**src/rtl/cnn_mem_pkg.sv**
```systemverilog
// Shared widths and limits for the CNN memory scheduler.
// Window geometry is fixed here so the arbiter, top and bench agree.
package cnn_mem_pkg;
    localparam int ADDR_W   = 16;
    localparam int DATA_W   = 16;
    localparam int TAPS     = 25;
    localparam int WR_BURST = 4;
    localparam int WIN_W    = DATA_W * TAPS;
    localparam int STRK_W   = $clog2(WR_BURST + 1);

    typedef logic [ADDR_W-1:0] addr_t;
    typedef logic [DATA_W-1:0] data_t;
    typedef logic [WIN_W-1:0]  win_t;

    // Highest base whose 25-word window stays inside the address space.
    localparam addr_t WIN_MAX_BASE = addr_t'((1 << ADDR_W) - TAPS);
    localparam logic [STRK_W-1:0] WR_BURST_C = STRK_W'(WR_BURST);

    function automatic logic win_in_range(input addr_t base);
        return base <= WIN_MAX_BASE;
    endfunction
endpackage

```
**src/rtl/cnn_mem_scheduler_if.sv**
```systemverilog
// Requester, window-buffer and memory-side signals of the scheduler.
// slave = scheduler view; master = surrounding control logic / memory view.
interface cnn_mem_scheduler_if;
    import cnn_mem_pkg::*;

    logic  ld_valid;
    addr_t ld_addr;
    data_t ld_data;
    logic  ld_ready;

    logic  win_req_valid;
    addr_t win_req_addr;
    logic  win_req_ready;

    logic  win_valid;
    win_t  win_data;
    logic  win_ready;
    logic  win_err;

    addr_t mem_address;
    data_t mem_data_in;
    logic  mem_write_enable;
    win_t  mem_data_out;

    modport slave (
        input  ld_valid, ld_addr, ld_data, win_req_valid, win_req_addr,
               win_ready, mem_data_out,
        output ld_ready, win_req_ready, win_valid, win_data, win_err,
               mem_address, mem_data_in, mem_write_enable
    );

    modport master (
        output ld_valid, ld_addr, ld_data, win_req_valid, win_req_addr,
               win_ready, mem_data_out,
        input  ld_ready, win_req_ready, win_valid, win_data, win_err,
               mem_address, mem_data_in, mem_write_enable
    );
endinterface

```
**src/rtl/cnn_mem_arb.sv**
```systemverilog
// One-grant-per-cycle arbiter between loader writes and window reads.
// Loader has priority, but a waiting window gets in after WR_BURST loader grants.
module cnn_mem_arb
    import cnn_mem_pkg::*;
(
    input  logic clk,
    input  logic rst_n,
    input  logic ld_valid,
    input  logic win_req_valid,
    input  logic rd_stage,
    input  logic win_valid,
    input  logic win_ready,
    output logic grant_ld,
    output logic grant_win
);
    logic [STRK_W-1:0] streak_q, streak_d;
    logic              win_elig;

    always_comb begin
        win_elig  = win_req_valid & ~rd_stage & (~win_valid | win_ready);
        grant_ld  = rst_n & ld_valid & (~win_elig | (streak_q < WR_BURST_C));
        grant_win = rst_n & win_elig & ~grant_ld;

        streak_d = streak_q;
        if (grant_win || !win_elig)
            streak_d = '0;
        else if (grant_ld && streak_q < WR_BURST_C)
            streak_d = streak_q + 1'b1;
    end

    always_ff @(posedge clk or negedge rst_n) begin
        if (!rst_n) streak_q <= '0;
        else        streak_q <= streak_d;
    end
endmodule

```
**src/rtl/cnn_mem_scheduler.sv**
```systemverilog
// Shares the CNN memory between loader writes and 5x5 window reads; all memory
// control is registered and each read lands in a single-entry window buffer.
module cnn_mem_scheduler
    import cnn_mem_pkg::*;
(
    input  logic                 clk,
    input  logic                 rst_n,
    cnn_mem_scheduler_if.slave   bus,
    output logic                 busy
);
    logic  grant_ld, grant_win;
    addr_t mem_address_q, mem_address_d;
    data_t mem_data_in_q, mem_data_in_d;
    logic  mem_we_q, mem_we_d;
    logic  rd_stage_q, rd_stage_d;
    logic  win_valid_q, win_valid_d;
    win_t  win_data_q, win_data_d;
    logic  win_err_q, win_err_d;

    cnn_mem_arb u_arb (
        .clk           (clk),
        .rst_n         (rst_n),
        .ld_valid      (bus.ld_valid),
        .win_req_valid (bus.win_req_valid),
        .rd_stage      (rd_stage_q),
        .win_valid     (win_valid_q),
        .win_ready     (bus.win_ready),
        .grant_ld      (grant_ld),
        .grant_win     (grant_win)
    );

    always_comb begin
        mem_address_d = mem_address_q;
        mem_data_in_d = mem_data_in_q;
        mem_we_d      = 1'b0;
        rd_stage_d    = 1'b0;
        win_err_d     = 1'b0;
        win_valid_d   = win_valid_q & ~bus.win_ready;
        win_data_d    = win_data_q;

        if (grant_ld) begin
            mem_address_d = bus.ld_addr;
            mem_data_in_d = bus.ld_data;
            mem_we_d      = 1'b1;
        end else if (grant_win) begin
            // Out-of-range bases still consume the grant but never touch memory.
            if (win_in_range(bus.win_req_addr)) begin
                mem_address_d = bus.win_req_addr;
                rd_stage_d    = 1'b1;
            end else begin
                win_err_d = 1'b1;
            end
        end

        // Capture beats a same-edge drain so the fresh window is never lost.
        if (rd_stage_q) begin
            win_data_d  = bus.mem_data_out;
            win_valid_d = 1'b1;
        end
    end

    always_ff @(posedge clk or negedge rst_n) begin
        if (!rst_n) begin
            mem_address_q <= '0;
            mem_data_in_q <= '0;
            mem_we_q      <= 1'b0;
            rd_stage_q    <= 1'b0;
            win_valid_q   <= 1'b0;
            win_data_q    <= '0;
            win_err_q     <= 1'b0;
        end else begin
            mem_address_q <= mem_address_d;
            mem_data_in_q <= mem_data_in_d;
            mem_we_q      <= mem_we_d;
            rd_stage_q    <= rd_stage_d;
            win_valid_q   <= win_valid_d;
            win_data_q    <= win_data_d;
            win_err_q     <= win_err_d;
        end
    end

    assign bus.ld_ready         = grant_ld;
    assign bus.win_req_ready    = grant_win;
    assign bus.mem_address      = mem_address_q;
    assign bus.mem_data_in      = mem_data_in_q;
    assign bus.mem_write_enable = mem_we_q;
    assign bus.win_valid        = win_valid_q;
    assign bus.win_data         = win_data_q;
    assign bus.win_err          = win_err_q;
    assign busy = mem_we_q | rd_stage_q | bus.ld_valid | bus.win_req_valid;
endmodule

```
**src/flat_wrapper.sv**
```systemverilog
// flat-port wrapper written by rule: the top's interface ports become plain ports
module cnn_mem_scheduler_flat import cnn_mem_pkg::*;
  (clk, rst_n, busy, bus_ld_valid, bus_ld_addr, bus_ld_data, bus_win_req_valid, bus_win_req_addr, bus_win_ready, bus_mem_data_out, bus_ld_ready, bus_win_req_ready, bus_win_valid, bus_win_data, bus_win_err, bus_mem_address, bus_mem_data_in, bus_mem_write_enable);
  cnn_mem_scheduler_if bus_i ();
  input  logic clk;
  input  logic rst_n;
  output logic busy;
  input wire logic [$bits(bus_i.ld_valid)-1:0] bus_ld_valid;
  input wire logic [$bits(bus_i.ld_addr)-1:0] bus_ld_addr;
  input wire logic [$bits(bus_i.ld_data)-1:0] bus_ld_data;
  input wire logic [$bits(bus_i.win_req_valid)-1:0] bus_win_req_valid;
  input wire logic [$bits(bus_i.win_req_addr)-1:0] bus_win_req_addr;
  input wire logic [$bits(bus_i.win_ready)-1:0] bus_win_ready;
  input wire logic [$bits(bus_i.mem_data_out)-1:0] bus_mem_data_out;
  output wire logic [$bits(bus_i.ld_ready)-1:0] bus_ld_ready;
  output wire logic [$bits(bus_i.win_req_ready)-1:0] bus_win_req_ready;
  output wire logic [$bits(bus_i.win_valid)-1:0] bus_win_valid;
  output wire logic [$bits(bus_i.win_data)-1:0] bus_win_data;
  output wire logic [$bits(bus_i.win_err)-1:0] bus_win_err;
  output wire logic [$bits(bus_i.mem_address)-1:0] bus_mem_address;
  output wire logic [$bits(bus_i.mem_data_in)-1:0] bus_mem_data_in;
  output wire logic [$bits(bus_i.mem_write_enable)-1:0] bus_mem_write_enable;
  assign bus_i.ld_valid = bus_ld_valid;
  assign bus_i.ld_addr = bus_ld_addr;
  assign bus_i.ld_data = bus_ld_data;
  assign bus_i.win_req_valid = bus_win_req_valid;
  assign bus_i.win_req_addr = bus_win_req_addr;
  assign bus_i.win_ready = bus_win_ready;
  assign bus_i.mem_data_out = bus_mem_data_out;
  assign bus_ld_ready = bus_i.ld_ready;
  assign bus_win_req_ready = bus_i.win_req_ready;
  assign bus_win_valid = bus_i.win_valid;
  assign bus_win_data = bus_i.win_data;
  assign bus_win_err = bus_i.win_err;
  assign bus_mem_address = bus_i.mem_address;
  assign bus_mem_data_in = bus_i.mem_data_in;
  assign bus_mem_write_enable = bus_i.mem_write_enable;
  cnn_mem_scheduler u_core (.clk(clk), .rst_n(rst_n), .bus(bus_i), .busy(busy));
endmodule
```
**config.mk**
```make
export PLATFORM = sky130hd
export DESIGN_NAME = cnn_mem_scheduler_flat
export DESIGN_NICKNAME = d
export VERILOG_FILES = /design/src/rtl/cnn_mem_pkg.sv /design/src/rtl/cnn_mem_scheduler_if.sv /design/src/rtl/cnn_mem_arb.sv /design/src/rtl/cnn_mem_scheduler.sv /design/src/flat_wrapper.sv
export SDC_FILE = /design/constraint.sdc
export NUM_CORES = 1
export LEC_CHECK = 0
export ABC_AREA = 1
export ABC_CLOCK_PERIOD_IN_PS = 1750
export BUFFER_PORTS_ARGS = -buffer_cell sky130_fd_sc_hd__buf_2
export CELL_PAD_IN_SITES_DETAIL_PLACEMENT = 1
export CELL_PAD_IN_SITES_GLOBAL_PLACEMENT = 1
export CORE_AREA = 8 8 336 338
export CTS_BUF_LIST = sky130_fd_sc_hd__clkbuf_16
export CTS_CLUSTER_SIZE = 10
export DETAILED_ROUTE_END_ITERATION = 10
export DIE_AREA = 0 0 344 346
export GPL_TIMING_DRIVEN = 1
export HOLD_SLACK_MARGIN = 0.08
export PLACE_DENSITY = 0.54
export SYNTH_ARGS = -nofsm -noshare
export SYNTH_HDL_FRONTEND = slang
export SYNTH_SLANG_ARGS = --single-unit
```
**constraint.sdc**
```tcl
create_clock -name clk -period 1.75 [get_ports clk]
set_input_delay 0 -clock clk [delete_from_list [all_inputs] [get_ports clk]]
set_output_delay 0 -clock clk [all_outputs]
set_load 0.005 [all_outputs]
```
==> results of run 1 <==
sequential cells by signal (all words and copies together) (netlist names):
register	cells
u_core.bus.mem_address	16
u_core.bus.mem_data_in	16
u_core.bus.mem_write_enable	1
u_core.bus.win_data	400
u_core.bus.win_err	1
u_core.bus.win_valid	1
u_core.rd_stage_q	1
u_core.u_arb.streak_q	3
cell usage after synthesis, drive strengths merged:
master,instances,area share
inv,11,0.0025
ha,1,0.00075
clkbuf,43,0.0096
dfrtp,439,0.66
a21oi,2,0.00060
nor3,1,0.00030
nor2,8,0.0022
nand2,1334,0.30
clkinv,1,0.00022
xor2,1,0.00052
buf,56,0.017
nand3,35,0.011
report_power, final:
group	switching, mW	leakage [nW]	internal (mW)
registers	1.20	5.40	12.3
logic	4.16	10.6	3.72
clock network	4.57	0.848	5.92
total	9.92	16.8	21.9
metal layers:
metal | vias to the layer above | track usage | wire length (um)
li1 | 8838 | - | -
met1 | 9083 | 0.159 | 34100
met2 | 655 | 0.256 | 44400
met3 | 167 | 0.0430 | 6720
met4 | 4 | 0.0521 | 3350
met5 | - | 0 | 27
cell families after synthesis:
family	Yosys count	synth area share
simple gates	1378	0.314
flops	439	0.655
buf+inv	111	0.0290
compound gates	2	0.000597
xor+xnor	1	0.000522
fa+ha+maj	1	0.000746
through the flow:
| stage | cells | util | setup TNS [ns] |
|---|---|---|---|
| 2_1_floorplan | 1932 | - | 0 |
| 3_3_place_gp | 4197 | 0.216 | 0 |
| 3_5_place_dp | 4197 | 0.216 | 0 |
| 4_1_cts | 4899 | 0.288 | 0 |
| 5_1_grt | 4901 | 0.288 | -0.0577 |
| 6_report | 4901 | 0.288 | 0 |
repair_timing:
action                                 4_1_cts  5_1_grt
gates resized for setup                     12        2
endpoints found under the hold margin      878      146
cloned                                       2        0
setup endpoints to repair                    3        8
pin swaps                                    2        0
buffers inserted                             5        0
layout make-up:
class / count / area, um2
Clock inverter: 35 / 165
Fill cell: 12800 / 76700
Clock buffer: 57 / 1430
Antenna cell: 4 / 10.0
Inverter: 12 / 57.6
Timing Repair Buffer: 1557 / 11300
Multi-Input combinational cell: 1383 / 5340
Tap cell: 1414 / 1770
Sequential cell: 439 / 11000
final timing paths:
check,slack [ns],endpoint,cells past startpoint
setup / recovery,0.04,u_core.bus.mem_data_in[8]$_DFFE_PN0N_,7
hold / removal,-0.81,u_core.bus.win_data[337]$_DFFE_PN0P_,1
setup reg to reg,0.04,u_core.bus.mem_data_in[8]$_DFFE_PN0N_,7
hold reg to reg,0.46,u_core.bus.win_data[383]$_DFFE_PN0P_,2
max in group asynchronous,0.40,u_core.bus.win_data[262]$_DFFE_PN0P_,4
min in group clk,-0.09,u_core.rd_stage_q$_DFF_PN0_,6
critical path, stage by stage, from the launching register on:
cell and delay, ns:
dfrtp_4 0.49, nor2_4 0.13, nand3_4 0.11, nand2_8 0.11, inv_6 0.08, nand2_1 0.07
dlygate4sd3_1 0.54, nand2_1 0.06
==> results by group, run 1 <==
Routing
  • Total Wirelength: 88.6 mm
  • Drt wl/cell: 18.1 um
  • Via density: 3.83
  • Vias: 18700
  • DRT iter0 DRCs: 759
  • Post-route ant nets: 0
  • DRC viols: 0
  • Initial DRT Pass Iterations: 5

Final layout
  • Final net count: 3902
  • Commonest non-fill, non-tap cell in the layout: nand2_1
  • Area grow syn2layout: 85.3%
  • Share of layout cells above drive strength 1: 0.298
  • Commonest cells after routing, fill and taps aside: 1327 x nand2_1, 888 x buf_2, 600 x dlygate4sd3_1, 438 x dfrtp_1, 57 x clkbuf_16
  • Finished Cell Area: 31100 um2

Clock network
  • Cts hold-fix bufs: 604
  • CTS Buf Count: 55
  • Worst-skew pair later-pin latency: 0.61 ns
  • TritonCTS clock tree: done
  • Htree depth: 2
  • Clk buf depth: 3
  • # clock sinks: 439
  • Root buffer cell: clkbuf_16
  • Clock-pin slew of the registers on the worst-case setup and hold paths: 0.06 ns

Global route
  • Gr usage total: 0.143
  • Largest net degree at the start of global routing: 125
  • Antenna violations before repair: 8
  • Gr ovfl total: 0
  • First-pass GRT wire length: 133 mm
  • Vias in the first global route: 21400

Run status
  • Status: finished, violations left
  • Failing checks: negative hold slack

Worst setup path
  • Required @ worst endpoint: 2.25 ns
  • Crit end category: register
  • Critical-path maximum fanout: 18
  • Setup CP Type: register to register
  • CP Data Arrival Time: 2.20 ns
  • Worst Setup SP: u_core.rd_stage_q$_DFF_PN0_
  • FF-to-FF Start: u_core.rd_stage_q$_DFF_PN0_
  • Worst setup SP type: register

Floorplanning
  • DIE WIDTH: 344 um
  • Rows: 121
  • Die height: 346 um
  • Starting Density: 0.156
  • Core box area: 108000 um2
  • Die ar.: 119000 um2
  • Ports: 891

STA
  • Unrepaired setup endpoints after global routing: yes
  • Final setup vio count: 0
  • Final Slew Violations: 0
  • Worst rel slew slack: 0.386
  • Worst setup margin: 0.0447 ns
  • Final Skew: 0.0204 ns
  • Hold_ws: -0.805 ns
  • Tmin final: 1.71 ns
  • Fin. Hold Viols: 142
  • Least-Margin Pin Slew: 0.918 ns
  • Maximum clock frequency: 586 MHz
  • Final Cycle Share: 0.974

Yosys
  • Yosys warns: 0
  • Register area share after synthesis: 0.655
  • Synthesized area per cell: 8.68 um2
  • Register bit total from synthesis: 439
  • Post-Synthesis Cells: 1932
  • Syn nets: 2386
  • Synth Cell Area: 16800 um2
  • Post-synthesis cell type count: 19

Power
  • Overall Power: 31.9 mW
  • Pwr Density: 1020 nW/um2
  • LEAKAGE: 16.8 nW
  • Worst IR drop on VDD: 0.660 mV

Place
  • Setup WS pre-CTS: 0.175 ns
  • Placement-stage cell area: 23300 um2
  • GPL Wtd Cong: 0.787
  • HPWL Detailed: 61.5 mm
  • Buffers added on ports: 890

Job
  • Max-cap violations: 0

Min path
  • Hold Path Class: input pin to asynchronous set/reset pin
Power figures use the tool's default switching activity.
==> run 2, diff against run 1 <==
--- a/config.mk
+++ b/config.mk
@@ -10,14 +10,15 @@
 export BUFFER_PORTS_ARGS = -buffer_cell sky130_fd_sc_hd__buf_2
 export CELL_PAD_IN_SITES_DETAIL_PLACEMENT = 1
 export CELL_PAD_IN_SITES_GLOBAL_PLACEMENT = 1
-export CORE_AREA = 8 8 336 338
+export CORE_AREA = 2 2 350 352
 export CTS_BUF_LIST = sky130_fd_sc_hd__clkbuf_16
 export CTS_CLUSTER_SIZE = 10
 export DETAILED_ROUTE_END_ITERATION = 10
-export DIE_AREA = 0 0 344 346
+export DIE_AREA = 0 0 352 354
 export GPL_TIMING_DRIVEN = 1
 export HOLD_SLACK_MARGIN = 0.08
-export PLACE_DENSITY = 0.54
+export PLACE_DENSITY = 0.51
+export RECOVER_POWER = 25
 export SYNTH_ARGS = -nofsm -noshare
 export SYNTH_HDL_FRONTEND = slang
 export SYNTH_SLANG_ARGS = --single-unit
==> run 2 against run 1 <==
The run still ends with negative hold slack left; critical path depth unchanged; sequential share of layout area down 1.4 points; cell area is 4.2% higher; global-route usage decreased by 0.47 points; setup slack worse by 0.011 ns; power increased by 1.3%; via count rose by 2.2%; final cell count is 6.6% higher; register-to-register slack about the same; first-iteration DRC count is 16% higher.
==> results by group, run 2 (synthesized netlist as in run 1, its figures left out) <==
STA
  • Final Slew Violations: 0
  • Fin. Hold Viols: 263
  • Final Cycle Share: 0.981
  • Hold_ws: -0.523 ns
  • Tmin final: 1.72 ns
  • Final Skew: 0.0153 ns
  • Worst rel slew slack: 0.199
  • Unrepaired setup endpoints after global routing: yes
  • Maximum clock frequency: 583 MHz
  • Least-Margin Pin Slew: 1.20 ns
  • Worst setup margin: 0.0341 ns
  • Final setup vio count: 0

Global route
  • Gr ovfl total: 0
  • Largest net degree at the start of global routing: 115
  • Antenna violations before repair: 13
  • First-pass GRT wire length: 133 mm
  • Gr usage total: 0.138
  • Vias in the first global route: 21500

Worst setup path
  • CP Data Arrival Time: 2.23 ns
  • Worst path cell trace: nor2_4, nand3_4, nand2_8, inv_6, nand2_1, dlygate4sd3_1, nand2_1
  • Largest stage delay, worst path: 0.55 ns
  • Setup CP Type: register to register
  • Crit end category: register
  • Slowest CP cell: dlygate4sd3_1
  • Critical-path maximum fanout: 9
  • Top delay family on crit path: buffers and inverters
  • Buf/Inv on CP: 2
  • Worst setup SP type: register
  • Required @ worst endpoint: 2.26 ns
  • CP most frequent cell: nand2_1

Routing
  • Drt wl/cell: 16.8 um
  • DRT iter0 DRCs: 879
  • Via density: 3.67
  • Total Wirelength: 87.7 mm
  • Initial DRT Pass Iterations: 7
  • Vias: 19200
  • Post-route ant nets: 0
  • DRC viols: 0

Floorplanning
  • Die ar.: 125000 um2
  • Ports: 891
  • Core box area: 121000 um2
  • DIE WIDTH: 352 um
  • Rows: 128
  • Die height: 354 um
  • Starting Density: 0.139

Clock network
  • Clock-pin slew of the registers on the worst-case setup and hold paths: 0.06 ns
  • CTS Buf Count: 56
  • TritonCTS clock tree: done
  • Clk buf depth: 3
  • Worst-skew pair later-pin latency: 0.62 ns
  • Cts hold-fix bufs: 711
  • Root buffer cell: clkbuf_16
  • Htree depth: 2
  • # clock sinks: 439

Final layout
  • Multi-input logic area: 5330 um2
  • Commonest cells after routing, fill and taps aside: 1327 x nand2_1, 887 x buf_2, 696 x dlygate4sd3_1, 438 x dfrtp_1, 57 x clkbuf_16
  • Final net count: 4006
  • Fillers: 14400
  • Max reg flops: 400
  • Share of layout cells above drive strength 1: 0.290
  • Area grow syn2layout: 93.1%
  • Commonest non-fill, non-tap cell in the layout: nand2_1
  • Sequential cell area: 11000 um2

Place
  • Setup WS pre-CTS: 0.240 ns
  • GPL Wtd Cong: 0.802
  • HPWL Detailed: 59.6 mm
  • Buffers added on ports: 890

Run status
  • Status: finished, violations left
  • Failing checks: negative hold slack

Power
  • Worst IR drop on VDD: 0.590 mV
  • LEAKAGE: 17.3 nW
  • Pwr Density: 996 nW/um2
  • Overall Power: 32.3 mW

Min path
  • Hold Path Class: input pin to asynchronous set/reset pin

Job
  • Max-cap violations: 0
## run 2: worst reg2reg max path, cell delays in order (launching register included)
cell	delay [ns]
dfrtp_4	0.50
nor2_4	0.13
nand3_4	0.11
nand2_8	0.13
inv_6	0.07
nand2_1	0.06
dlygate4sd3_1	0.55
nand2_1	0.06
## run 2: layout make-up
cell class / instances / share of cell area
diodes: 7 / 0.000541
clock buffers: 57 / 0.0440
clock inverters: 41 / 0.00707
inverters: 12 / 0.00209
multi-input cells: 1382 / 0.165
flip-flops and latches: 439 / 0.339
well taps: 1625 / 0.0628
repair buffers: 1659 / 0.379
repair inverters: 2 / 0.000541
## run 2: where the power goes
part / internal [mW] / leakage (nW) / switching [mW] / total [mW]
Sequential: 12.3 / 5.40 / 1.26 / 13.6
Combinational: 3.84 / 11.0 / 4.04 / 7.88
Clock: 6.11 / 0.885 / 4.73 / 10.8
## run 2: what timing repair did
item                                    4_1_cts  5_1_grt
hold endpoints to repair                    878      268
gates resized for setup                      16       11
setup buffers                                 8        1
pin swaps                                     1        0
cloned                                        0        2
endpoints found under the setup margin        3        9
## run 2: stage by stage
stage          area [um2]  setup TNS [ns]   util  instances  hold slack, ns
5_1_grt             32400          -0.209  0.268       5223          -0.521
6_report            32400               0  0.268       5224          -0.523
2_1_floorplan       16800               0      -       1932          -0.296
4_1_cts             32400         -0.0373  0.268       5220          -0.505
3_3_place_gp        23500               0  0.194       4403           0.196
3_5_place_dp        23500               0  0.194       4403           0.203
## run 2: worst paths after layout
path	to	start	slack, ns	cells after the start
setup / recovery	u_core.bus.mem_data_in[9]$_DFFE_PN0N_	u_core.rd_stage_q$_DFF_PN0_	0.03	7
hold / removal	u_core.bus.win_data[41]$_DFFE_PN0P_	rst_n	-0.52	2
setup reg to reg	u_core.bus.mem_data_in[9]$_DFFE_PN0N_	u_core.rd_stage_q$_DFF_PN0_	0.03	7
hold reg to reg	u_core.bus.win_data[166]$_DFFE_PN0P_	u_core.bus.win_data[166]$_DFFE_PN0P_	0.46	2
max in group asynchronous	u_core.bus.mem_address[1]$_DFFE_PN0P_	rst_n	0.20	6
min in group clk	u_core.rd_stage_q$_DFF_PN0_	rst_n	-0.10	6
## run 2: per-layer routing
metal | track usage | part of all wire | vias up
met1 | 0.163 | 0.41 | 9297
met4 | 0.0503 | 0.035 | 6
met3 | 0.0362 | 0.059 | 161
met2 | 0.240 | 0.50 | 625
li1 | - | - | 9070
met5 | 0.00302 | 0.00097 | -
==> run 3, diff against run 2 <==
--- a/config.mk
+++ b/config.mk
@@ -10,15 +10,16 @@
 export BUFFER_PORTS_ARGS = -buffer_cell sky130_fd_sc_hd__buf_2
 export CELL_PAD_IN_SITES_DETAIL_PLACEMENT = 1
 export CELL_PAD_IN_SITES_GLOBAL_PLACEMENT = 1
-export CORE_AREA = 2 2 350 352
+export CORE_AREA = 2 2 346 348
 export CTS_BUF_LIST = sky130_fd_sc_hd__clkbuf_16
 export CTS_CLUSTER_SIZE = 10
 export DETAILED_ROUTE_END_ITERATION = 10
-export DIE_AREA = 0 0 352 354
+export DIE_AREA = 0 0 348 350
 export GPL_TIMING_DRIVEN = 1
 export HOLD_SLACK_MARGIN = 0.08
-export PLACE_DENSITY = 0.51
+export PLACE_DENSITY = 0.49
 export RECOVER_POWER = 25
 export SYNTH_ARGS = -nofsm -noshare
 export SYNTH_HDL_FRONTEND = slang
+export SYNTH_HIERARCHICAL = 1
 export SYNTH_SLANG_ARGS = --single-unit
==> run 3 against run 2 <==
Critical path depth shrank 4; combinational power is 3.6% higher; highest routed layer unchanged; synthesized area rose by 0.64%; via count decreased by 26%; final cell count is 22% lower; core utilization is 1.7 points lower; cell area shrank 8.8%; worst hold slack gained 0.67 ns; the flow finishes with violations (negative setup slack); maximum frequency is 4.8% lower; non-clock buffer count fell by 249; setup slack got worse by 0.087 ns; count of clock-buffer cells in the layout fell by 2.
==> results by group, run 3 <==
Run status
  • Status: finished, violations left
  • Failing checks: negative setup slack

Final layout
  • Final core utilization: 0.251
  • Commonest non-fill, non-tap cell in the layout: buf_2
  • Share of layout cells above drive strength 1: 0.544
  • Max reg flops: 400
  • Final net count: 2953
  • Commonest cells after routing, fill and taps aside: 830 x buf_2, 465 x dlygate4sd3_1, 438 x dfrtp_1, 400 x mux2_2, 133 x nand2_1
  • Area grow syn2layout: 75.1%

Floorplanning
  • Die height: 350 um
  • Starting Density: 0.143
  • Core box area: 118000 um2
  • DIE WIDTH: 348 um
  • Die ar.: 122000 um2
  • Ports: 891
  • Rows: 126

Yosys
  • Most numerous cell in the Yosys netlist: dfrtp_1
  • Synth Flop Type: dfrtp_1
  • Register area share after synthesis: 0.651
  • Post-Synthesis Cells: 1089
  • Register bit total from synthesis: 439
  • Yosys warns: 6
  • Synth Cell Area: 16900 um2
  • Async set or reset register ratio after synthesis: 1.00
  • Synth top area share: 0.651
  • Top post-synthesis cells by count: 439 x dfrtp_1, 400 x mux2_2, 138 x nand2_1
  • Post-synthesis cell type count: 23
  • Number of flops mapped to enable cells by yosys: 0
  • Post-synth top area cell: dfrtp_1
  • Synthesized area per cell: 15.5 um2
  • Main area contributors after synthesis: dfrtp_1 65%, mux2_2 27%, nand2_1 3.1%, buf_6 2.9%, nand3_1 0.59%
  • Syn nets: 1543

STA
  • Tmin final: 1.80 ns
  • Final Skew: 0.0199 ns
  • Hold_ws: 0.144 ns
  • Setup TNS: -0.0714 ns
  • Final Cycle Share: 1.03
  • Final setup vio count: 2
  • Unrepaired setup endpoints after global routing: yes
  • Final Slew Violations: 0
  • Worst rel slew slack: 0.230
  • Least-Margin Pin Slew: 1.15 ns
  • Worst setup margin: -0.0528 ns
  • Maximum clock frequency: 555 MHz
  • Fin. Hold Viols: 0

Routing
  • DRC viols: 0
  • Via density: 3.50
  • Drt wl/cell: 17.4 um
  • Vias: 14200
  • Post-route ant nets: 0
  • Total Wirelength: 70.7 mm
  • Initial DRT Pass Iterations: 4
  • DRT iter0 DRCs: 364

Global route
  • Gr usage total: 0.111
  • Largest net degree at the start of global routing: 102
  • First-pass GRT wire length: 103 mm
  • Antenna violations before repair: 6
  • Met2 usage: 0.204
  • Met3 usage: 0.0340
  • Gr ovfl total: 0
  • Vias in the first global route: 16000
  • Most crowded layer after global routing: met2
  • Grt met1 use: 0.120

Place
  • HPWL Detailed: 50.6 mm
  • GPL Wtd Cong: 0.760
  • Buffers added on ports: 890

Worst setup path
  • Worst path cell trace: buf_16, or4_4, buf_6
  • Critical-path maximum fanout: 4
  • Slowest CP cell: dfrtp_4
  • Crit end category: output pin
  • Worst setup SP type: register
  • Required @ worst endpoint: 1.75 ns
  • CP Data Arrival Time: 1.80 ns
  • Setup CP Type: register to output pin
  • Largest stage delay, worst path: 0.51 ns
  • Top delay family on crit path: flip-flops
  • Buf/Inv on CP: 2

Clock network
  • TritonCTS clock tree: done
  • # clock sinks: 439
  • Root buffer cell: clkbuf_16
  • Worst-skew pair later-pin latency: 0.61 ns
  • Htree depth: 2
  • Clock-pin slew of the registers on the worst-case setup and hold paths: 0.06 ns
  • Clk buf depth: 3
  • CTS Buf Count: 54

Job
  • Max-cap violations: 0

Power
  • LEAKAGE: 13.8 nW
  • Pwr Density: 1090 nW/um2
  • Worst IR drop on VDD: 0.661 mV

Min path
  • Hold Path Class: input pin to register
[run 3: cell types whose count changed after synthesis, moves of 9 or more]
| cell | delta |
|---|---|
| nand2_1 | -1192 |
| clkbuf_1 | -39 |
| mux2_2 | +400 |
| buf_6 | +43 |
| buf_2 | -38 |
| buf_1 | -9 |
| nand3_1 | -14 |
[run 3: path summary, 6_finish.rpt]
check	startpoint	cells after the start	end	slack [ns]
setup / recovery	u_core/rd_stage_q$_DFF_PN0_	3	busy	-0.05
hold / removal	bus_mem_data_out[244]	3	u_core/bus.win_data[244]$_DFFE_PN0P_	0.14
setup reg to reg	u_core/rd_stage_q$_DFF_PN0_	4	u_core/bus.win_data[61]$_DFFE_PN0P_	0.05
hold reg to reg	u_core/bus.mem_data_in[1]$_DFFE_PN0P_	2	u_core/bus.mem_data_in[1]$_DFFE_PN0P_	0.47
max in group asynchronous	rst_n	5	u_core/bus.win_data[92]$_DFFE_PN0P_	0.21
min in group asynchronous	rst_n	4	u_core/bus.win_data[265]$_DFFE_PN0P_	0.58
[run 3: layout make-up]
cell class	instances	area, um2
Clock inverter	28	116
Multi-Input combinational cell	581	5310
Timing Repair Buffer	1410	9780
Inverter	13	52.6
Sequential cell	439	11000
Antenna cell	4	10.0
Tap cell	1536	1920
Clock buffer	55	1380
Fill cell	13400	88200
[run 3: metrics by stage]
step	setup WS (ns)	area, um2	instances	power, mW
final	-0.0528	29600	4066	32.2
after global routing	-0.151	29600	4065	34.1
after CTS	-0.213	29500	4056	32.9
after detailed placement	0.0748	23200	3497	21.6
after global placement	0.0961	23200	3497	21.5
after floorplan	0.190	16900	1089	16.9
[run 3: logic make-up after synthesis]
| group | synth area share |
|---|---|
| AO/OA/AOI/OAI | 0.000741 |
| adder cells (fa/ha/maj) | 0.000741 |
| buffers and inverters | 0.0359 |
| flip-flops | 0.651 |
| multiplexers | 0.267 |
| AND/OR/NAND/NOR | 0.0449 |
[run 3: power by group]
| group | switching, mW | internal [mW] |
|---|---|---|
| clock network | 4.47 | 5.56 |
| registers | 1.33 | 12.7 |
| logic | 3.48 | 4.68 |
| total | 9.28 | 22.9 |
[run 3: metal layers]
layer	vias to the layer above	wire (um)	share of wire
li1	6553	-	-
met1	7071	26200	0.37
met2	500	37600	0.53
met3	106	4850	0.069
met4	2	2080	0.029
met5	-	13	0.00018
[run 3: tightest hold or removal path: stages]
cell           delay [ns]
dlygate4sd3_1        0.51
buf_2                0.09
mux2_2               0.13
[run 3: repair_timing]
item / CTS / global route
cloned: 3 / 2
pin swaps: 2 / 3
buffers inserted: 7 / 6
endpoints found under the hold margin: 844 / 0
setup endpoints to repair: 3 / 190
gates resized for setup: 9 / 16
hold buffers: 466 / 0
